==> src/rtl/sqrt_request_scheduler_pkg.sv <==
`default_nettype none
//------------------------------------------------------------------------------
// Module  : sqrt_request_scheduler_pkg
// Purpose : Shared types and default constants for the square-root request
//           scheduler (FSM state encoding, default parameters, index helper).
// Ports   : none (package)
// Revision: 1.0 - initial release
//------------------------------------------------------------------------------
package sqrt_request_scheduler_pkg;

    localparam int c_DEF_N_REQ   = 4;
    localparam int c_DEF_DATA_W  = 8;
    localparam int c_DEF_RES_W   = 4;
    localparam int c_DEF_TIMEOUT = 64;

    typedef enum logic [1:0] {
        IDLE   = 2'd0,
        LAUNCH = 2'd1,
        WAIT   = 2'd2,
        RESP   = 2'd3
    } sched_state_t;

    // Next index after idx in a ring of n entries.
    function automatic int wrap_inc(input int idx, input int n);
        return (idx + 1 >= n) ? 0 : idx + 1;
    endfunction

endpackage : sqrt_request_scheduler_pkg
`default_nettype wire

==> src/rtl/sqrt_request_scheduler_if.sv <==
`default_nettype none
//------------------------------------------------------------------------------
// Module  : sqrt_request_scheduler_if
// Purpose : Bundles the client request/response handshake and the sqrt-unit
//           Start/Done handshake seen by the scheduler.
// Ports   : master - client/sqrt-unit side (drives req, req_data, resp_ready,
//                    sqrt_done, sqrt_result)
//           slave  - scheduler side (drives gnt, resp_*, sqrt_start,
//                    sqrt_operand, sqrt_clr)
// Revision: 1.0 - initial release
//------------------------------------------------------------------------------
interface sqrt_request_scheduler_if #(
    parameter int N_REQ  = 4,
    parameter int DATA_W = 8,
    parameter int RES_W  = 4
);
    localparam int ID_W = (N_REQ > 1) ? $clog2(N_REQ) : 1;

    logic [N_REQ-1:0]        req;
    logic [N_REQ*DATA_W-1:0] req_data;
    logic [N_REQ-1:0]        gnt;
    logic                    resp_valid;
    logic                    resp_ready;
    logic [ID_W-1:0]         resp_id;
    logic [RES_W-1:0]        resp_data;
    logic                    resp_err;
    logic                    sqrt_start;
    logic [DATA_W-1:0]       sqrt_operand;
    logic                    sqrt_clr;
    logic                    sqrt_done;
    logic [RES_W-1:0]        sqrt_result;

    modport master (
        output req, req_data, resp_ready, sqrt_done, sqrt_result,
        input  gnt, resp_valid, resp_id, resp_data, resp_err,
               sqrt_start, sqrt_operand, sqrt_clr
    );

    modport slave (
        input  req, req_data, resp_ready, sqrt_done, sqrt_result,
        output gnt, resp_valid, resp_id, resp_data, resp_err,
               sqrt_start, sqrt_operand, sqrt_clr
    );

endinterface : sqrt_request_scheduler_if
`default_nettype wire

==> src/rtl/sqrt_request_scheduler_rr_arbiter.sv <==
`default_nettype none
//------------------------------------------------------------------------------
// Module  : rr_arbiter
// Purpose : Combinational round-robin pick: first set request bit scanning
//           ptr_i, ptr_i+1, ... modulo N.
// Ports   : req_i   [N]     request vector
//           ptr_i   [IDX_W] highest-priority index
//           grant_o [N]     one-hot winner (zero when no request)
//           idx_o   [IDX_W] winner index
//           any_o           at least one request present
// Revision: 1.0 - initial release
//------------------------------------------------------------------------------
module rr_arbiter #(
    parameter int N     = 4,
    parameter int IDX_W = (N > 1) ? $clog2(N) : 1
) (
    input  logic [N-1:0]     req_i,
    input  logic [IDX_W-1:0] ptr_i,
    output logic [N-1:0]     grant_o,
    output logic [IDX_W-1:0] idx_o,
    output logic             any_o
);

    logic [IDX_W-1:0] cand;

    always_comb begin
        grant_o = '0;
        idx_o   = '0;
        any_o   = 1'b0;
        cand    = '0;
        for (int k = 0; k < N; k++) begin
            cand = IDX_W'((int'(ptr_i) + k) % N);
            if (!any_o && req_i[cand]) begin
                grant_o[cand] = 1'b1;
                idx_o         = cand;
                any_o         = 1'b1;
            end
        end
    end

endmodule : rr_arbiter
`default_nettype wire

==> src/rtl/sqrt_request_scheduler.sv <==
`default_nettype none
//------------------------------------------------------------------------------
// Module  : sqrt_request_scheduler
// Purpose : Shares one square-root unit among N_REQ clients. Round-robin
//           grant, operand capture, Start launch, Done wait guarded by a
//           watchdog, and result return over a valid/ready handshake.
// Ports   : clk   - rising-edge clock
//           CLR   - synchronous active-high reset
//           bus   - slave view of sqrt_request_scheduler_if (client and
//                   sqrt-unit handshakes)
//           busy  - high whenever a job is in flight (state != IDLE)
// Revision: 1.0 - initial release
//------------------------------------------------------------------------------
module sqrt_request_scheduler
    import sqrt_request_scheduler_pkg::*;
#(
    parameter int N_REQ   = c_DEF_N_REQ,
    parameter int DATA_W  = c_DEF_DATA_W,
    parameter int RES_W   = c_DEF_RES_W,
    parameter int TIMEOUT = c_DEF_TIMEOUT
) (
    input  logic                     clk,
    input  logic                     CLR,
    sqrt_request_scheduler_if.slave  bus,
    output logic                     busy
);

    localparam int ID_W = (N_REQ > 1) ? $clog2(N_REQ) : 1;
    localparam int WD_W = $clog2(TIMEOUT + 1);

    sched_state_t      state_q, state_d;
    logic [ID_W-1:0]   ptr_q;
    logic [ID_W-1:0]   id_q;
    logic [DATA_W-1:0] operand_q;
    logic [RES_W-1:0]  result_q;
    logic              err_q;
    logic              sclr_q;
    logic [WD_W-1:0]   wdog_q;

    logic [N_REQ-1:0]  w_arb_grant;
    logic [ID_W-1:0]   w_arb_idx;
    logic              w_arb_any;
    logic              w_grant_en;
    logic              w_timeout;
    logic [DATA_W-1:0] w_sel_operand;

    rr_arbiter #(
        .N     (N_REQ),
        .IDX_W (ID_W)
    ) u_arb (
        .req_i   (bus.req),
        .ptr_i   (ptr_q),
        .grant_o (w_arb_grant),
        .idx_o   (w_arb_idx),
        .any_o   (w_arb_any)
    );

    // Grants are suppressed during CLR so a client never drops its request
    // for a job that the reset is about to discard.
    assign w_grant_en = (state_q == IDLE) && !CLR;
    assign w_timeout  = (wdog_q == WD_W'(TIMEOUT - 1));

    always_comb begin
        w_sel_operand = '0;
        for (int i = 0; i < N_REQ; i++) begin
            if (w_arb_idx == ID_W'(i)) begin
                w_sel_operand = bus.req_data[i*DATA_W +: DATA_W];
            end
        end
    end

    // State register
    always_ff @(posedge clk) begin
        if (CLR) begin
            state_q <= IDLE;
        end else begin
            state_q <= state_d;
        end
    end

    // Next-state logic
    always_comb begin
        state_d = state_q;
        case (state_q)
            IDLE:    if (w_arb_any)                      state_d = LAUNCH;
            LAUNCH:                                      state_d = WAIT;
            WAIT:    if (bus.sqrt_done || w_timeout)     state_d = RESP;
            RESP:    if (bus.resp_ready)                 state_d = IDLE;
            default:                                     state_d = IDLE;
        endcase
    end

    // Job registers and watchdog
    always_ff @(posedge clk) begin
        if (CLR) begin
            ptr_q     <= '0;
            id_q      <= '0;
            operand_q <= '0;
            result_q  <= '0;
            err_q     <= 1'b0;
            sclr_q    <= 1'b0;
            wdog_q    <= '0;
        end else begin
            sclr_q <= 1'b0;
            case (state_q)
                IDLE: begin
                    if (w_arb_any) begin
                        operand_q <= w_sel_operand;
                        id_q      <= w_arb_idx;
                    end
                end
                LAUNCH: begin
                    wdog_q <= '0;
                end
                WAIT: begin
                    // Done takes priority over an expiring watchdog.
                    if (bus.sqrt_done) begin
                        result_q <= bus.sqrt_result;
                        err_q    <= 1'b0;
                    end else if (w_timeout) begin
                        result_q <= '0;
                        err_q    <= 1'b1;
                        sclr_q   <= 1'b1;
                    end else begin
                        wdog_q <= wdog_q + 1'b1;
                    end
                end
                RESP: begin
                    if (bus.resp_ready) begin
                        ptr_q <= ID_W'(wrap_inc(int'(id_q), N_REQ));
                    end
                end
                default: ;
            endcase
        end
    end

    assign bus.gnt          = w_grant_en ? w_arb_grant : '0;
    assign bus.sqrt_start   = (state_q == LAUNCH);
    assign bus.sqrt_operand = operand_q;
    assign bus.sqrt_clr     = sclr_q;
    assign bus.resp_valid   = (state_q == RESP);
    assign bus.resp_id      = id_q;
    assign bus.resp_data    = result_q;
    assign bus.resp_err     = err_q;
    assign busy             = (state_q != IDLE);

endmodule : sqrt_request_scheduler
`default_nettype wire
==> src/flat_wrapper.sv <==
// flat-port wrapper written by rule: the top's interface ports become plain ports
module sqrt_request_scheduler_flat import sqrt_request_scheduler_pkg::*;
#(
    parameter int N_REQ   = c_DEF_N_REQ,
    parameter int DATA_W  = c_DEF_DATA_W,
    parameter int RES_W   = c_DEF_RES_W,
    parameter int TIMEOUT = c_DEF_TIMEOUT
)
  (clk, CLR, busy, bus_req, bus_req_data, bus_resp_ready, bus_sqrt_done, bus_sqrt_result, bus_gnt, bus_resp_valid, bus_resp_id, bus_resp_data, bus_resp_err, bus_sqrt_start, bus_sqrt_operand, bus_sqrt_clr);
  sqrt_request_scheduler_if #(.N_REQ(N_REQ), .DATA_W(DATA_W), .RES_W(RES_W)) bus_i ();
  input  logic clk;
  input  logic CLR;
  output logic busy;
  input wire logic [$bits(bus_i.req)-1:0] bus_req;
  input wire logic [$bits(bus_i.req_data)-1:0] bus_req_data;
  input wire logic [$bits(bus_i.resp_ready)-1:0] bus_resp_ready;
  input wire logic [$bits(bus_i.sqrt_done)-1:0] bus_sqrt_done;
  input wire logic [$bits(bus_i.sqrt_result)-1:0] bus_sqrt_result;
  output wire logic [$bits(bus_i.gnt)-1:0] bus_gnt;
  output wire logic [$bits(bus_i.resp_valid)-1:0] bus_resp_valid;
  output wire logic [$bits(bus_i.resp_id)-1:0] bus_resp_id;
  output wire logic [$bits(bus_i.resp_data)-1:0] bus_resp_data;
  output wire logic [$bits(bus_i.resp_err)-1:0] bus_resp_err;
  output wire logic [$bits(bus_i.sqrt_start)-1:0] bus_sqrt_start;
  output wire logic [$bits(bus_i.sqrt_operand)-1:0] bus_sqrt_operand;
  output wire logic [$bits(bus_i.sqrt_clr)-1:0] bus_sqrt_clr;
  assign bus_i.req = bus_req;
  assign bus_i.req_data = bus_req_data;
  assign bus_i.resp_ready = bus_resp_ready;
  assign bus_i.sqrt_done = bus_sqrt_done;
  assign bus_i.sqrt_result = bus_sqrt_result;
  assign bus_gnt = bus_i.gnt;
  assign bus_resp_valid = bus_i.resp_valid;
  assign bus_resp_id = bus_i.resp_id;
  assign bus_resp_data = bus_i.resp_data;
  assign bus_resp_err = bus_i.resp_err;
  assign bus_sqrt_start = bus_i.sqrt_start;
  assign bus_sqrt_operand = bus_i.sqrt_operand;
  assign bus_sqrt_clr = bus_i.sqrt_clr;
  sqrt_request_scheduler #(.N_REQ(N_REQ), .DATA_W(DATA_W), .RES_W(RES_W), .TIMEOUT(TIMEOUT)) u_core (.clk(clk), .CLR(CLR), .bus(bus_i), .busy(busy));
endmodule
==> config.mk <==
export PLATFORM = sky130hd
export DESIGN_NAME = sqrt_request_scheduler_flat
export DESIGN_NICKNAME = d
export VERILOG_FILES = /design/src/rtl/sqrt_request_scheduler_pkg.sv /design/src/rtl/sqrt_request_scheduler_if.sv /design/src/rtl/sqrt_request_scheduler_rr_arbiter.sv /design/src/rtl/sqrt_request_scheduler.sv /design/src/flat_wrapper.sv
export SDC_FILE = /design/constraint.sdc
export NUM_CORES = 1
export LEC_CHECK = 0
export CAP_MARGIN = 0
export CORE_MARGIN = 8
export CORE_UTILIZATION = 48
export CTS_CLUSTER_DIAMETER = 30
export DETAILED_ROUTE_END_ITERATION = 7
export GPL_ROUTABILITY_DRIVEN = 0
export GPL_TIMING_DRIVEN = 0
export PLACE_DENSITY = 0.84
export SYNTH_ARGS = -nofsm -noshare
export SYNTH_HDL_FRONTEND = slang
export SYNTH_HIERARCHICAL = 1
export SYNTH_SLANG_ARGS = --single-unit
==> constraint.sdc <==
create_clock -name clk -period 5 [get_ports clk]
set_input_delay 0.5 -clock clk [delete_from_list [all_inputs] [get_ports clk]]
set_output_delay 0.5 -clock clk [all_outputs]
set_load 0.01 [all_outputs]
==> results of run 1 <==
[kinds of logic (layout without fill, tap and decap cells)]
kind of cell	Yosys count	after routing
AO/OA/AOI/OAI	56	56
AND/OR/NAND/NOR	71	71
buffers and inverters	20	88
flip-flops	27	27
adder cells (fa/ha/maj)	11	11
multiplexers	15	15
[critical path, stage by stage, from the launching register on]
cell             delay [ps]
dfxtp_1                 540
inv_1                   160
ha_1                    390
mux4_2                  320
buf_6                   160
nor4b_4                 380
a22oi_1                 110
o21ai_0                  90
and2_1                  140
clkdlybuf4s50_1         530
[cell type report]
class,instances,area [um^2],share of cell area [%]
buffer,11,58.81,2.306
multi-input combinational,153,1167,45.78
inverter,9,33.78,1.325
sequential,27,540.5,21.20
clock inverter,1,7.507,0.2944
clock buffer,3,41.29,1.619
tap,48,60.06,2.355
timing repair buffer,64,640.6,25.12
[cells in the final DEF, fill, tap and decap left out, drive strengths merged, types with 9 or more instances in the layout]
cell           netlist  layout
clkdlybuf4s50        0      64
nand2               27      27
dfxtp               27      27
a21oi               22      22
o21ai               12      12
mux4                12      12
ha                  11      11
nand3               11      11
inv                  9       9
[routing by layer]
| metal | share of wire (%) | global-route usage [%] |
|---|---|---|
| met1 | 39 | 17.13 |
| met2 | 51 | 27.46 |
| met3 | 8.9 | 6.760 |
| met4 | 0.78 | 3.396 |
| met5 | 0 | 0 |
[worst min path at each step]
stage | cells past startpoint | startpoint | slack, ps | end
floorplan | 2 | u_core/wdog_q[6] | 460 | u_core/wdog_q[6]
global placement | 2 | u_core/bus.sqrt_operand[6] | 440 | u_core/bus.sqrt_operand[6]
detailed placement | 2 | u_core/bus.sqrt_operand[3] | 450 | u_core/bus.sqrt_operand[3]
CTS | 2 | u_core/bus.sqrt_operand[3] | 460 | u_core/bus.sqrt_operand[3]
global route | 2 | u_core/bus.sqrt_operand[3] | 490 | u_core/bus.sqrt_operand[3]
finish | 2 | u_core/bus.sqrt_operand[3] | 460 | u_core/bus.sqrt_operand[3]
[sequential cells by signal (all words and copies together) (netlist names)]
| register | flops |
|---|---|
| u_core/bus.sqrt_operand | 8 |
| u_core/state_q | 2 |
| u_core/ptr_q | 2 |
| u_core/bus.resp_err | 1 |
| u_core/bus.resp_data | 4 |
| u_core/bus.resp_id | 2 |
| u_core/wdog_q | 7 |
| u_core/bus.sqrt_clr | 1 |
[synth_stat cells (2+ instances only)]
library cell	number	area, um^2
dfxtp_1	27	540.5
nand2_1	27	101.4
a21oi_1	22	110.1
o21ai_0	12	60.06
ha_1	11	137.6
mux4_2	10	225.2
nand3_1	10	50.05
inv_1	9	33.78
a22oi_1	8	60.06
and2_1	8	50.05
nor2_1	6	22.52
clkbuf_1	5	18.77
nor4_1	4	25.02
o31ai_1	4	30.03
nand2b_1	3	18.77
nor3_1	3	15.01
a31oi_1	2	12.51
buf_1	2	7.510
buf_2	2	10.01
buf_6	2	22.52
mux2_2	2	22.52
mux4_1	2	52.55
nand3b_1	2	15.01
o211ai_1	2	15.01
[power by group]
group	internal (W)	leakage (nW)	switching (W)
combinational	0.000209	0.652	0.000197
clock	0.0000567	0.0217	0.0000708
sequential	0.000255	0.220	0.0000270
[metrics by stage]
step / instances / util [%] / area, um^2 / hold WS (ps)
after floorplan: 200 / - / 1800 / 463.4
after global placement: 312 / 68.84 / 2501 / 441.1
after detailed placement: 312 / 68.84 / 2501 / 451.0
after CTS: 316 / 70.18 / 2550 / 462.1
after global routing: 316 / 70.18 / 2550 / 485.1
final: 316 / 70.18 / 2550 / 463.1
==> results.sh, run 1 <==
export IMPL_cts_buffers=3
export IMPL_fillCellCount=310
export IMPL_antenna_cells=0
export IMPL_grt_start_max_net_pins=17
export IMPL_final_max_slew_violation_count=0
export IMPL_worst_pin_slew_ps=542.5
export IMPL_synth_cell_types=39
export IMPL_postRouteAntennaNets=0
export IMPL_grt_usage_pct=15.73
export IMPL_die_area_mm2=0.005967
export IMPL_cts_tree="done"
export IMPL_hold_viol=0
export IMPL_htree_levels=1
export IMPL_num_rows=22
export IMPL_r2r_start="u_core/ptr_q[1]"
export IMPL_maxSlewHeadroom_pct=63.83
export IMPL_reg2reg_to="u_core/bus.sqrt_operand[6]"
export IMPL_yosys_warnings=6
export IMPL_finClkSkew_ps=10.36
export IMPL_drive_gt1_share_pct=8.955
export IMPL_clock_latency_ps=280
export IMPL_yosysSeqAreaShare_pct=30.02
export IMPL_clk_pin_slew_ps=100
export IMPL_grt_overflow=0
export IMPL_rsz0062_at_grt="no"
export IMPL_synthCells=200
export IMPL_synth_simple_area_share_pct=20.99
export IMPL_io_buffers=64
export IMPL_cp_startpoint="u_core/ptr_q[1]"
export IMPL_initial_core_util_pct=49.55
export IMPL_start_kind="flop"
export IMPL_synth_compound_area_share_pct=18.97
export IMPL_vdd_ir_drop_max_uv=204.8
export IMPL_synth_xor_area_share_pct=0
export IMPL_fin_crit_sh_pct=72.08
export IMPL_post_cts_resized=0
export IMPL_grt_pass1_wl_um=7879
export IMPL_synth_edff_count=0
export IMPL_synth_async_sr_flop_share_pct=0
export IMPL_synth_flop_cell="dfxtp_1"
export IMPL_critPathMaxFanout=10
export IMPL_nets=324
export IMPL_vias=1804
export IMPL_fin_ws_ps=1396
export IMPL_clock_sinks=27
export IMPL_hold_path_class="flop to flop"
export IMPL_dp_slack_ps=1593
export IMPL_crit_arrival_ps=3100
export IMPL_drc_errors=0
export IMPL_via_per_inst=5.709
export IMPL_wl_um=4756
export IMPL_reg2reg_depth=10
export IMPL_rrSetupSlack_ps=1840
export IMPL_hold_buffers=0
export IMPL_grt_antenna_before_repair=0
export IMPL_cp_end_kind="output pin"
export IMPL_syn_nets=255
export IMPL_critPathRequiredTime_ps=4500
export IMPL_ios=67
export IMPL_clk_path_buf_depth=2
export IMPL_design_power_total_w=0.0008161
export IMPL_die_w_um=77.25
export IMPL_synth_top_family_by_area="simple AND/OR/NAND/NOR gates"
export IMPL_fmax_mhz=277.5
export IMPL_worstSetupPathType="flop to output pin"
export IMPL_drt_initial_drc_count=131
export IMPL_dpl_hpwl_um=3758
export IMPL_synth_cell_area_mm2=0.001800
export IMPL_endpoint="bus_gnt[1]"
export IMPL_outcome="completed"
export IMPL_setup_viol=0
export IMPL_root_buffer="clkbuf_8"
export IMPL_cap_viol_max_count=0
export IMPL_wl_per_cell_um=15.05
export IMPL_synth_fa_ha_area_share_pct=7.644
export IMPL_syn_to_final_growth_pct=41.63
export IMPL_fp_dieH_um=77.25
export IMPL_leakagePower_nw=0.8933
export IMPL_synth_seq_cells=27
export IMPL_powerDensity_mw_per_mm2=320.0
export IMPL_core_mm2=0.003633
export IMPL_postCtsSetupBuffers=0
export IMPL_synth_mux_area_share_pct=17.23
export IMPL_setup_tns_ps=0
export IMPL_drt_pass1_iter_count=4
export IMPL_grt_pass1_vias=1739
export IMPL_avgSynthCellArea_um2=9.002
export IMPL_fin_crit_ps=3604
Power figures use the tool's default switching activity.
==> inputs of run 2 (changes only) <==
- CORE_UTILIZATION: 48 -> 44
- PLACE_DENSITY: 0.84 -> 0.78
- clock period: 5 -> 3.4 ns (I/O delays scaled with it)
==> run 2 against run 1 <==
  * Routed wire length is 2.6% higher
  * Worst setup slack worse by 1300 ps
  * Clock skew is 8.9 ps lower
  * Die area is 7.2% higher
  * Register-to-register slack worse by 1600 ps
  * Clock power is 43% higher
  * First-iteration DRC count is 19% lower
  * Count of clock-buffer cells in the layout is 1 higher
  * Via count is 0.50% higher
  * Critical endpoint unchanged
==> results.sh, run 2 (synthesis gave the netlist of run 1 again) <==
export IMPL_mostFrequentLayoutCell="clkdlybuf4s50_1"
export IMPL_dpl_hpwl_um=3741
export IMPL_wl_per_cell_um=15.25
export IMPL_root_buffer="clkbuf_8"
export IMPL_grt_usage_pct=15.34
export IMPL_final_max_slew_violation_count=0
export IMPL_post_dp_cell_area_mm2=0.002504
export IMPL_worstSetupPathType="flop to output pin"
export IMPL_die_area_mm2=0.006395
export IMPL_final_cell_mix="clkdlybuf4s50_1, nand2_1, dfxtp_1"
export IMPL_clock_latency_ps=270
export IMPL_drt_pass1_iter_count=4
export IMPL_hold_buffers=0
export IMPL_fin_cells=320
export IMPL_drt_initial_drc_count=106
export IMPL_grt_overflow=0
export IMPL_critPathRequiredTime_ps=3060
export IMPL_fmax_mhz=305.4
export IMPL_cts_tree="done"
export IMPL_grt_antenna_before_repair=0
export IMPL_fin_crit_ps=3275
export IMPL_num_rows=23
export IMPL_grt_start_max_net_pins=15
export IMPL_worst_pin_slew_ps=548.9
export IMPL_clock_sinks=27
export IMPL_setup_viol=0
export IMPL_largest_reg_flops=8
export IMPL_maxSlewHeadroom_pct=63.09
export IMPL_core_mm2=0.003971
export IMPL_wl_um=4881
export IMPL_drive_gt1_share_pct=10.37
export IMPL_placed_cells=314
export IMPL_fin_crit_sh_pct=96.32
export IMPL_grt_pass1_wl_um=8031
export IMPL_antenna_cells=0
export IMPL_syn_to_final_growth_pct=43.85
export IMPL_fin_ws_ps=125.2
export IMPL_start_kind="flop"
export IMPL_cap_viol_max_count=0
export IMPL_via_per_inst=5.666
export IMPL_stdcell_area_mm2=0.002590
export IMPL_hold_viol=0
export IMPL_dp_slack_ps=197.6
export IMPL_ios=67
export IMPL_powerDensity_mw_per_mm2=465.7
export IMPL_clk_pin_slew_ps=90
export IMPL_htree_levels=1
export IMPL_hold_path_class="primary input to flop"
export IMPL_nets=326
export IMPL_drc_errors=0
export IMPL_design_power_total_w=0.001206
export IMPL_io_buffers=64
export IMPL_clk_path_buf_depth=2
export IMPL_cp_end_kind="output pin"
export IMPL_finClkSkew_ps=1.487
export IMPL_setup_tns_ps=0
export IMPL_crit_arrival_ps=2930
export IMPL_vdd_ir_drop_max_uv=258.2
export IMPL_die_w_um=79.97
export IMPL_outcome="completed"
export IMPL_leakagePower_nw=0.9452
export IMPL_cts_buffers=3
export IMPL_postRouteAntennaNets=0
export IMPL_initial_core_util_pct=45.34
export IMPL_grt_pass1_vias=1826
export IMPL_fp_dieH_um=79.97
export IMPL_critPathMaxFanout=10
export IMPL_vias=1813
-- run 2: cell types whose count changed in the layout (fill, tap and decap cells not counted), sizes merged --
cell | previous run | this run
clkinvlp | 1 | 0
clkdlybuf4s50 | 64 | 62
dlymetal6s2s | 0 | 2
clkbuf | 8 | 9
buf | 6 | 8
-- run 2: worst max-delay path, cell delays in order (launching register included) --
cell	delay, ps
dfxtp_4	380
buf_8	140
inv_1	100
ha_4	300
mux4_2	310
buf_6	160
nor4b_4	410
a22oi_1	110
o21ai_0	90
and2_1	140
clkdlybuf4s50_1	530
-- run 2: final cells by class --
class,count,area (um^2)
clock buffer,4,45.04
buffer,11,62.56
tap,50,62.56
multi-input combinational,153,1180
inverter,9,33.78
fill,337,1381
timing repair buffer,66,660.6
sequential,27,545.5
-- run 2: path summary, 6_finish.rpt --
kind,start,to,slack (ps),cells after the start
worst min register to register,u_core/bus.sqrt_operand[3],u_core/bus.sqrt_operand[3],460,2
worst min-delay path,bus_sqrt_done,u_core/bus.resp_data[1],440,3
worst max-delay path,u_core/ptr_q[0],bus_gnt[1],130,10
worst max register to register,u_core/ptr_q[0],u_core/bus.sqrt_operand[0],280,13
-- run 2: what timing repair did --
action | CTS | global route
pin swaps | 0 | 2
cloned | 0 | 0
resized for setup | 1 | 6
setup endpoints to repair | 4 | 4
endpoints found under the hold margin | 0 | 0
buffers inserted | 0 | 2
-- run 2: routing by layer --
layer | vias up | wire length (um) | global-route usage, %
li1 | 887 | - | -
met1 | 839 | 1916 | 16.31
met2 | 81 | 2413 | 26.92
met3 | 6 | 506 | 7.095
met4 | 0 | 45 | 3.273
met5 | - | 0 | 0
-- run 2: metrics by stage --
stage	hold slack (ps)	util, %
floorplan	463.4	-
global placement	441.5	63.04
detailed placement	446.4	63.04
CTS	433.5	64.21
global route	445.4	65.22
finish	441.7	65.22
-- run 2: power breakdown --
part,switching (W),total (W),internal (W)
sequential,0.0000426,0.000419,0.000376
combinational,0.000294,0.000605,0.000312
clock,0.0000983,0.000182,0.0000840
total,0.000435,0.00121,0.000772
